==> src/rtl/range_sched_pkg.sv <==
// range_sched_pkg: shared types and helpers for the range scheduler.
//   state_t  - scheduler FSM states (IDLE, ISSUE, WAIT, RESP)
//   clog2    - ceiling log2 for elaboration-time width math
//   timer_w  - width of the WAIT timer for a given TIMEOUT
package range_sched_pkg;

  typedef enum logic [1:0] {
    IDLE  = 2'd0,
    ISSUE = 2'd1,
    WAIT  = 2'd2,
    RESP  = 2'd3
  } state_t;

  function automatic int clog2(input int v);
    int r;
    r = 0;
    while ((1 << r) < v) r = r + 1;
    return r;
  endfunction

  // The timer has to hold every value 0..TIMEOUT.
  function automatic int timer_w(input int timeout);
    return (clog2(timeout + 1) < 1) ? 1 : clog2(timeout + 1);
  endfunction

endpackage

==> src/rtl/range_sched_rr_pick.sv <==
// rr_pick: combinational round-robin picker.
//   req    - per-requester valid bits
//   ptr    - index that has highest priority this cycle
//   onehot - one-hot grant (zero when nothing requests)
//   idx    - index of the granted requester
//   any    - at least one requester is valid
module rr_pick
  import range_sched_pkg::*;
#(
  parameter  int N   = 3,
  localparam int IDW = (N > 1) ? clog2(N) : 1
) (
  input  logic [N-1:0]   req,
  input  logic [IDW-1:0] ptr,
  output logic [N-1:0]   onehot,
  output logic [IDW-1:0] idx,
  output logic           any
);

  // Scan ptr, ptr+1, ... wrapping modulo N; the first set bit wins.
  always_comb begin
    int j;
    onehot = '0;
    idx    = '0;
    any    = 1'b0;
    j      = 0;
    for (int k = 0; k < N; k++) begin
      j = (int'(ptr) + k) % N;
      if (!any && req[j]) begin
        any       = 1'b1;
        onehot[j] = 1'b1;
        idx       = IDW'(j);
      end
    end
  end

endmodule

==> src/rtl/range_sched.sv <==
// range_sched: shares one W-bit range unit among N requesters, round-robin.
// One transaction in flight: accept -> issue to unit -> wait for done or
// timeout -> one-cycle tagged response.
//   clk, rst                 - clock, synchronous active-high reset
//   req_valid/req_data       - per-requester requests (slice i = requester i)
//   req_ready                - one-hot accept strobe (combinational)
//   unit_valid/unit_ready    - issue handshake to the shared unit
//   unit_in                  - payload to the unit
//   unit_done/unit_out       - unit result
//   rsp_valid/rsp_id/
//   rsp_data/rsp_err         - response pulse (err = timeout, data 0)
//   busy                     - high outside IDLE
module range_sched
  import range_sched_pkg::*;
#(
  parameter  int W       = 4,
  parameter  int N       = 3,
  parameter  int TIMEOUT = 15,
  localparam int IDW     = (N > 1) ? clog2(N) : 1
) (
  input  logic           clk,
  input  logic           rst,
  input  logic [N-1:0]   req_valid,
  input  logic [N*W-1:0] req_data,
  output logic [N-1:0]   req_ready,
  output logic           unit_valid,
  input  logic           unit_ready,
  output logic [W-1:0]   unit_in,
  input  logic           unit_done,
  input  logic [W-1:0]   unit_out,
  output logic           rsp_valid,
  output logic [IDW-1:0] rsp_id,
  output logic [W-1:0]   rsp_data,
  output logic           rsp_err,
  output logic           busy
);

  localparam int            TW   = timer_w(TIMEOUT);
  localparam logic [TW-1:0] TMAX = TW'(TIMEOUT - 1);

  state_t         state, state_d;
  logic [IDW-1:0] ptr;
  logic [TW-1:0]  timer;
  logic [IDW-1:0] id_q;
  logic [W-1:0]   data_q;
  logic [W-1:0]   res_q;
  logic           err_q;

  logic [N-1:0]   pick_onehot;
  logic [IDW-1:0] pick_idx;
  logic           pick_any;
  logic           accept;

  rr_pick #(.N(N)) u_pick (
    .req    (req_valid),
    .ptr    (ptr),
    .onehot (pick_onehot),
    .idx    (pick_idx),
    .any    (pick_any)
  );

  // Next state and outputs
  always_comb begin
    state_d    = state;
    accept     = 1'b0;
    req_ready  = '0;
    unit_valid = 1'b0;
    unit_in    = '0;
    rsp_valid  = 1'b0;
    rsp_id     = '0;
    rsp_data   = '0;
    rsp_err    = 1'b0;
    case (state)
      IDLE: begin
        // Never hand out an accept strobe that reset is about to discard.
        if (!rst && pick_any) begin
          req_ready = pick_onehot;
          accept    = 1'b1;
          state_d   = ISSUE;
        end
      end
      ISSUE: begin
        unit_valid = 1'b1;
        unit_in    = data_q;
        if (unit_ready) state_d = WAIT;
      end
      WAIT: begin
        if (unit_done || timer == TMAX) state_d = RESP;
      end
      RESP: begin
        rsp_valid = 1'b1;
        rsp_id    = id_q;
        rsp_data  = res_q;
        rsp_err   = err_q;
        state_d   = IDLE;
      end
      default: state_d = IDLE;
    endcase
  end

  assign busy = (state != IDLE);

  // State and transaction registers
  always_ff @(posedge clk) begin
    if (rst) begin
      state  <= IDLE;
      ptr    <= '0;
      timer  <= '0;
      id_q   <= '0;
      data_q <= '0;
      res_q  <= '0;
      err_q  <= 1'b0;
    end else begin
      state <= state_d;
      if (accept) begin
        id_q   <= pick_idx;
        data_q <= req_data[int'(pick_idx)*W +: W];
      end
      if (state == ISSUE && unit_ready) timer <= '0;
      if (state == WAIT) begin
        timer <= timer + 1'b1;
        // A result arriving on the last permitted cycle still counts.
        if (unit_done) begin
          res_q <= unit_out;
          err_q <= 1'b0;
        end else if (timer == TMAX) begin
          res_q <= '0;
          err_q <= 1'b1;
        end
      end
      if (state == RESP) ptr <= (id_q == IDW'(N - 1)) ? '0 : id_q + 1'b1;
    end
  end

endmodule

==> config.mk <==
export PLATFORM = sky130hd
export DESIGN_NAME = range_sched
export DESIGN_NICKNAME = d
export VERILOG_FILES = /design/src/rtl/range_sched_pkg.sv /design/src/rtl/range_sched_rr_pick.sv /design/src/rtl/range_sched.sv
export SDC_FILE = /design/constraint.sdc
export NUM_CORES = 1
export LEC_CHECK = 0
export BUFFER_PORTS_ARGS = -buffer_cell sky130_fd_sc_hd__buf_2
export CORE_MARGIN = 4
export CORE_UTILIZATION = 49
export DETAILED_ROUTE_END_ITERATION = 7
export GPL_ROUTABILITY_DRIVEN = 1
export MAX_ROUTING_LAYER = met4
export PLACE_DENSITY = 0.86
export SLEW_MARGIN = 25
export SYNTH_ARGS = -nofsm -noshare
export SYNTH_HDL_FRONTEND = slang
export SYNTH_SLANG_ARGS = --single-unit
export TNS_END_PERCENT = 50
==> constraint.sdc <==
create_clock -name clk -period 4.05 [get_ports clk]
set_input_delay 0.2025 -clock clk [delete_from_list [all_inputs] [get_ports clk]]
set_output_delay 0.2025 -clock clk [all_outputs]
set_load 0.03 [all_outputs]
Word-level counts from Yosys, hierarchy flattened
Cells that the tools add are included.
{"block": "totals", "regBits": 19, "output_inout_bits": 17, "wordCells": 93}
{"block": "op_classes", "n_addsub": 4, "n_div": 3, "magnitude_cmp": 6, "eq_ne": 8, "shift": 1, "mux": 45, "bitwise": 2, "n_reduce_logical": 17}
{"op": "$ge A32 B1 Y1 const B", "n": 3}
{"op": "$lt A32 B4 Y1 const B", "n": 3}
{"op": "$mod A32 B3 Y32 const B", "n": 2}
{"op": "$mod A3 B3 Y32 const B", "n": 1}
{"op": "$mux W4", "n": 6}
{"op": "$mux W1", "n": 19}
{"op": "$mux W2", "n": 8}
{"op": "$mux W3", "n": 5}
{"op": "$shiftx A12 B5 Y4", "n": 1}
{"op": "$pmux W2 S4", "n": 1}
{"op": "$logic_and A1 B1 Y1", "n": 7}
{"op": "$bmux W1 S2", "n": 3}
{"op": "$demux W1 S2", "n": 3}
{"op": "$eq A2 B2 Y1 const B", "n": 3}
{"op": "$ne A2 B2 Y1 const B", "n": 3}
{"op": "$or A3 B3 Y3", "n": 2}
{"op": "$reduce_bool A2 Y1", "n": 3}
{"op": "$add A4 B1 Y4 const B", "n": 1}
{"op": "$eq A4 B4 Y1 const B", "n": 1}
{"op": "$add A2 B1 Y3 const B", "n": 1}
{"op": "$add A2 B2 Y3 const B", "n": 1}
{"op": "$logic_not A1 Y1", "n": 3}
{"op": "$reduce_and A3 Y1", "n": 1}
{"op": "$add A2 B1 Y2 const B", "n": 1}
{"op": "4 further kinds", "n": 4}

Depth between registers and ports, before layout
{"block": "depth", "depth_word": 14, "ltp_mapped": 9, "ltp_nobuf": 7}

Hierarchy
Synthesis repeated with hierarchy kept, for this count alone.
{"block": "hier_totals", "hier_cells": 167, "area_unflattened_um2": 1421.4}
{"module": "range_sched", "n_inst": 1, "cells_per_inst": 115, "area_each_um2": 1039.7, "seq_area_each_um2": 380.4}
{"module": "rr_pick", "n_inst": 1, "cells_per_inst": 52, "area_each_um2": 381.6, "seq_area_each_um2": 0.0}

Worst setup path after synthesis
No wires, ideal clock.
{"block": "synth_timing", "kind": "reg-to-output", "startpoint": "register ptr[0]", "endpoint": "output port req_ready[1]", "arrival_ns": 2.085, "required_time_ns": 3.848, "setup_slack_ns": 1.763, "path_stages_with_launch": 10, "path_cell_list": "dfxtp_1 > inv_1 > ha_1 > buf_6 > clkbuf_1 > nor3b_1 > o21ai_0 > a21oi_1 > o21ai_0 > a31oi_1"}
{"block": "synth_via", "elab_chain_len": 14, "elab_cells_between_ends": 44, "classes_between": "add/sub (2); div (3); order compare (6); mux (23); bitwise (2); reduce/logical (8)"}
{"item": "start, declared", "line_no": "range_sched.sv:42", "source": "logic [IDW-1:0] ptr;"}
{"item": "start signal, assigned", "line_no": "range_sched.sv:131", "source": "if (state == RESP) ptr <= (id_q == IDW'(N - 1)) ? '0 : id_q + 1'b1;"}
{"item": "branches (longest 12 deep; another with $mod A32 B3 Y32)"}
{"item": "$mux W3 (*)", "line_no": "range_sched.sv:76", "source": "if (!rst && pick_any) begin"}
{"item": "$mux W3 (*)", "line_no": "range_sched.sv:73", "source": "case (state)"}
{"item": "end, declared", "line_no": "range_sched.sv:25", "source": "output logic [N-1:0] req_ready,"}
Mark *: on every way between the ends. The select of a mux whose other input is x is not followed.

Worst setup path in the final report
Ends and elaborated chain as after synthesis.

==> flow_summary.json <==
{
  "cts_resized": 0,
  "whs_ns": 0.1557,
  "worstSkewPairLatency_ns": 0.30,
  "ys_ff_latch": 19,
  "routed_wl_um": 3345,
  "ir_drop_mv": 0.3125,
  "postCtsSetupBuffers": 0,
  "start_util": 0.5241,
  "yosysWarnings": 0,
  "worstMarginPinSlew_ns": 0.6550,
  "routed_via_density": 5.681,
  "worst_hold_path_type": "in -> reg",
  "fill_cells": 265,
  "end_kind": "output pin",
  "async_flop_share": 0,
  "fin_crit_sh": 0.6879,
  "final_common_cell": "buf_2",
  "antenna_left": 0,
  "nets": 241,
  "p_per_area_mw_per_mm2": 451.3,
  "grt_first_pass_wirelength_um": 5485,
  "drc": 0,
  "grt_overflow_total": 0,
  "design_area_sq_mm": 0.001670,
  "die_x_um": 63.01,
  "syn_to_final_growth_pct": 12.66,
  "first_global_vias": 1181,
  "p_leak_uw": 0.0007330,
  "port_buffers": 39,
  "clock-sinks": 19,
  "grt_use_total": 0.1728,
  "timing.fmax_ghz": 0.3589,
  "path_clk_slew_ns": 0.12,
  "synth_ff_type": "dfxtp_1",
  "ios": 40,
  "wl_per_cell_um": 14.05,
  "yosysSeqAreaShare": 0.2565,
  "htree_levels": 1,
  "cp_data_arrival_time_ns": 2.58,
  "mostFrequentLayoutCells": "39 x buf_2, 19 x dfxtp_1, 12 x nor2_1",
  "placed_area_sq_mm": 0.001643,
  "min_period_ns": 2.786,
  "synth_nets": 209,
  "setup-tns-final_ns": 0,
  "root_buffer": "clkbuf_4",
  "place.gp.congestion": 0.8848,
  "status": "finished clean",
  "synth_edf_count": 0,
  "route.vias.total": 1352,
  "hold_path_end": "res_q[1]",
  "reg2reg_depth": 7,
  "rsz0062_at_grt": "false",
  "dp_hpwl_um": 2417,
  "numCtsBuffers": 3,
  "antenna_found_initial": 0,
  "holdPathStages": 3,
  "critPathRequiredTime_ns": 3.85,
  "die-area_sq_mm": 0.003970,
  "r2r_end": "data_q[0]",
  "hold_path_startpoint": "unit_out[1]",
  "r2r_setup_slack_ns": 1.59,
  "rr_startpoint": "ptr[0]",
  "ctsHoldBuffers": 0,
  "slew_headroom": 0.5633,
  "dr.pass1.iters": 4,
  "netlist_instances": 176,
  "die_h_um": 63.01,
  "cts_buffer_depth": 2,
  "synth_area_sq_mm": 0.001483,
  "critPathLaunchType": "flip-flop",
  "antenna_cells": 0,
  "synth.avg_cell_area_sq_um": 8.424,
  "drv_cap": 0,
  "core_area_sq_mm": 0.002829,
  "yosys.cell_types.count": 45,
  "rows": 19,
  "drive_gt1_frac": 0.2705,
  "skew_ns": 0.003626,
  "tritoncts": "done",
  "worstPathMaxFanout": 17,
  "drtIter0Drc": 44,
  "critPathKind": "reg -> out",
  "grt_max_degree": 19,
  "finalSetupViolCount": 0,
  "hold_viol": 0,
  "slew_viol_final": 0
}
state kept, by name, summed over array words and instances, names as in the netlist:
name / cells
data_q: 4
err_q: 1
id_q: 2
ptr: 2
res_q: 4
state: 2
timer: 4
cell type report:
cell class,count,area [sq um],area share
multi-input cells,134,987.2,0.5910
repair buffers,39,195.2,0.1169
clock buffers,3,22.52,0.01348
well taps,31,38.79,0.02322
clock inverters,1,5.005,0.002996
inverters,11,41.29,0.02472
flip-flops and latches,19,380.4,0.2277
how the worst max path moves through the flow:
stage                     depth (start not counted)  startpoint  slack (ns)           end
after floorplan                                   9      ptr[0]        1.76  req_ready[1]
after global placement                            8      ptr[0]        1.70  req_ready[1]
after detailed placement                          8      ptr[0]        1.62  req_ready[1]
after CTS                                         8      ptr[0]        1.28  req_ready[1]
after global routing                              8      ptr[0]        1.02  req_ready[1]
final                                             8      ptr[0]        1.26  req_ready[1]
logic make-up (layout without fill, tap and decap cells):
| kind of cell | Yosys count | count (layout) | share of synthesized area |
|---|---|---|---|
| simple gates | 62 | 62 | 0.2295 |
| buf+inv | 23 | 54 | 0.07763 |
| mux | 13 | 13 | 0.1013 |
| fa+ha+maj | 10 | 10 | 0.08439 |
| compound gates | 49 | 49 | 0.2506 |
| flops | 19 | 19 | 0.2565 |
synthesized netlist by cell type, types with 2 or more instances:
cell type | n | area share
mux2_2 | 3 | 0.023
buf_6 | 2 | 0.015
a221oi_1 | 2 | 0.012
clkbuf_1 | 6 | 0.015
nor2b_1 | 3 | 0.013
inv_1 | 11 | 0.028
mux2i_1 | 8 | 0.054
buf_2 | 3 | 0.010
a31oi_1 | 2 | 0.0084
o221ai_1 | 4 | 0.024
dfxtp_1 | 19 | 0.26
ha_1 | 10 | 0.084
o21ai_1 | 2 | 0.0068
and2b_1 | 2 | 0.010
nand2_1 | 9 | 0.023
o21ai_0 | 9 | 0.030
nor3_1 | 4 | 0.014
nand3_1 | 10 | 0.034
a21oi_1 | 9 | 0.030
a32oi_1 | 5 | 0.030
o22ai_1 | 2 | 0.0084
and2_1 | 11 | 0.046
nand3b_1 | 5 | 0.025
nor2_1 | 12 | 0.030
a21o_1 | 3 | 0.015
per-stage QoR:
stage | power (uW) | util | setup WS (ns) | std cells
5_1_grt | 808.7 | 0.5904 | 1.024 | 238
6_report | 753.9 | 0.5904 | 1.264 | 238
3_3_place_gp | 647.7 | 0.5807 | 1.703 | 234
4_1_cts | 752.8 | 0.5904 | 1.282 | 238
3_5_place_dp | 655.1 | 0.5807 | 1.624 | 234
2_1_floorplan | 569.6 | - | 1.763 | 176
routing by layer:
| layer | track usage | up-vias | part of all wire |
|---|---|---|---|
| met1 | 0.2306 | 608 | 0.47 |
| met3 | 0.02878 | 4 | 0.054 |
| met5 | - | - | 0 |
| met2 | 0.2714 | 38 | 0.46 |
| li1 | - | 702 | - |
| met4 | 0.04132 | 0 | 0.011 |
power by group:
group	leakage [uW]	switching (uW)	internal (uW)
combinational	0.000560	246	151
clock	0.0000177	62.9	36.8
sequential	0.000155	29.2	228
worst max-delay path, cell delays in order, from the launching register on:
cell and delay, ns:
dfxtp_1 0.39, inv_1 0.08, ha_1 0.59, mux2i_1 0.30, nor2_1 0.13, o311a_2 0.45
o21ai_0 0.09, a31oi_1 0.06, buf_2 0.18
Note: power is estimated with default switching activity, not from simulation.
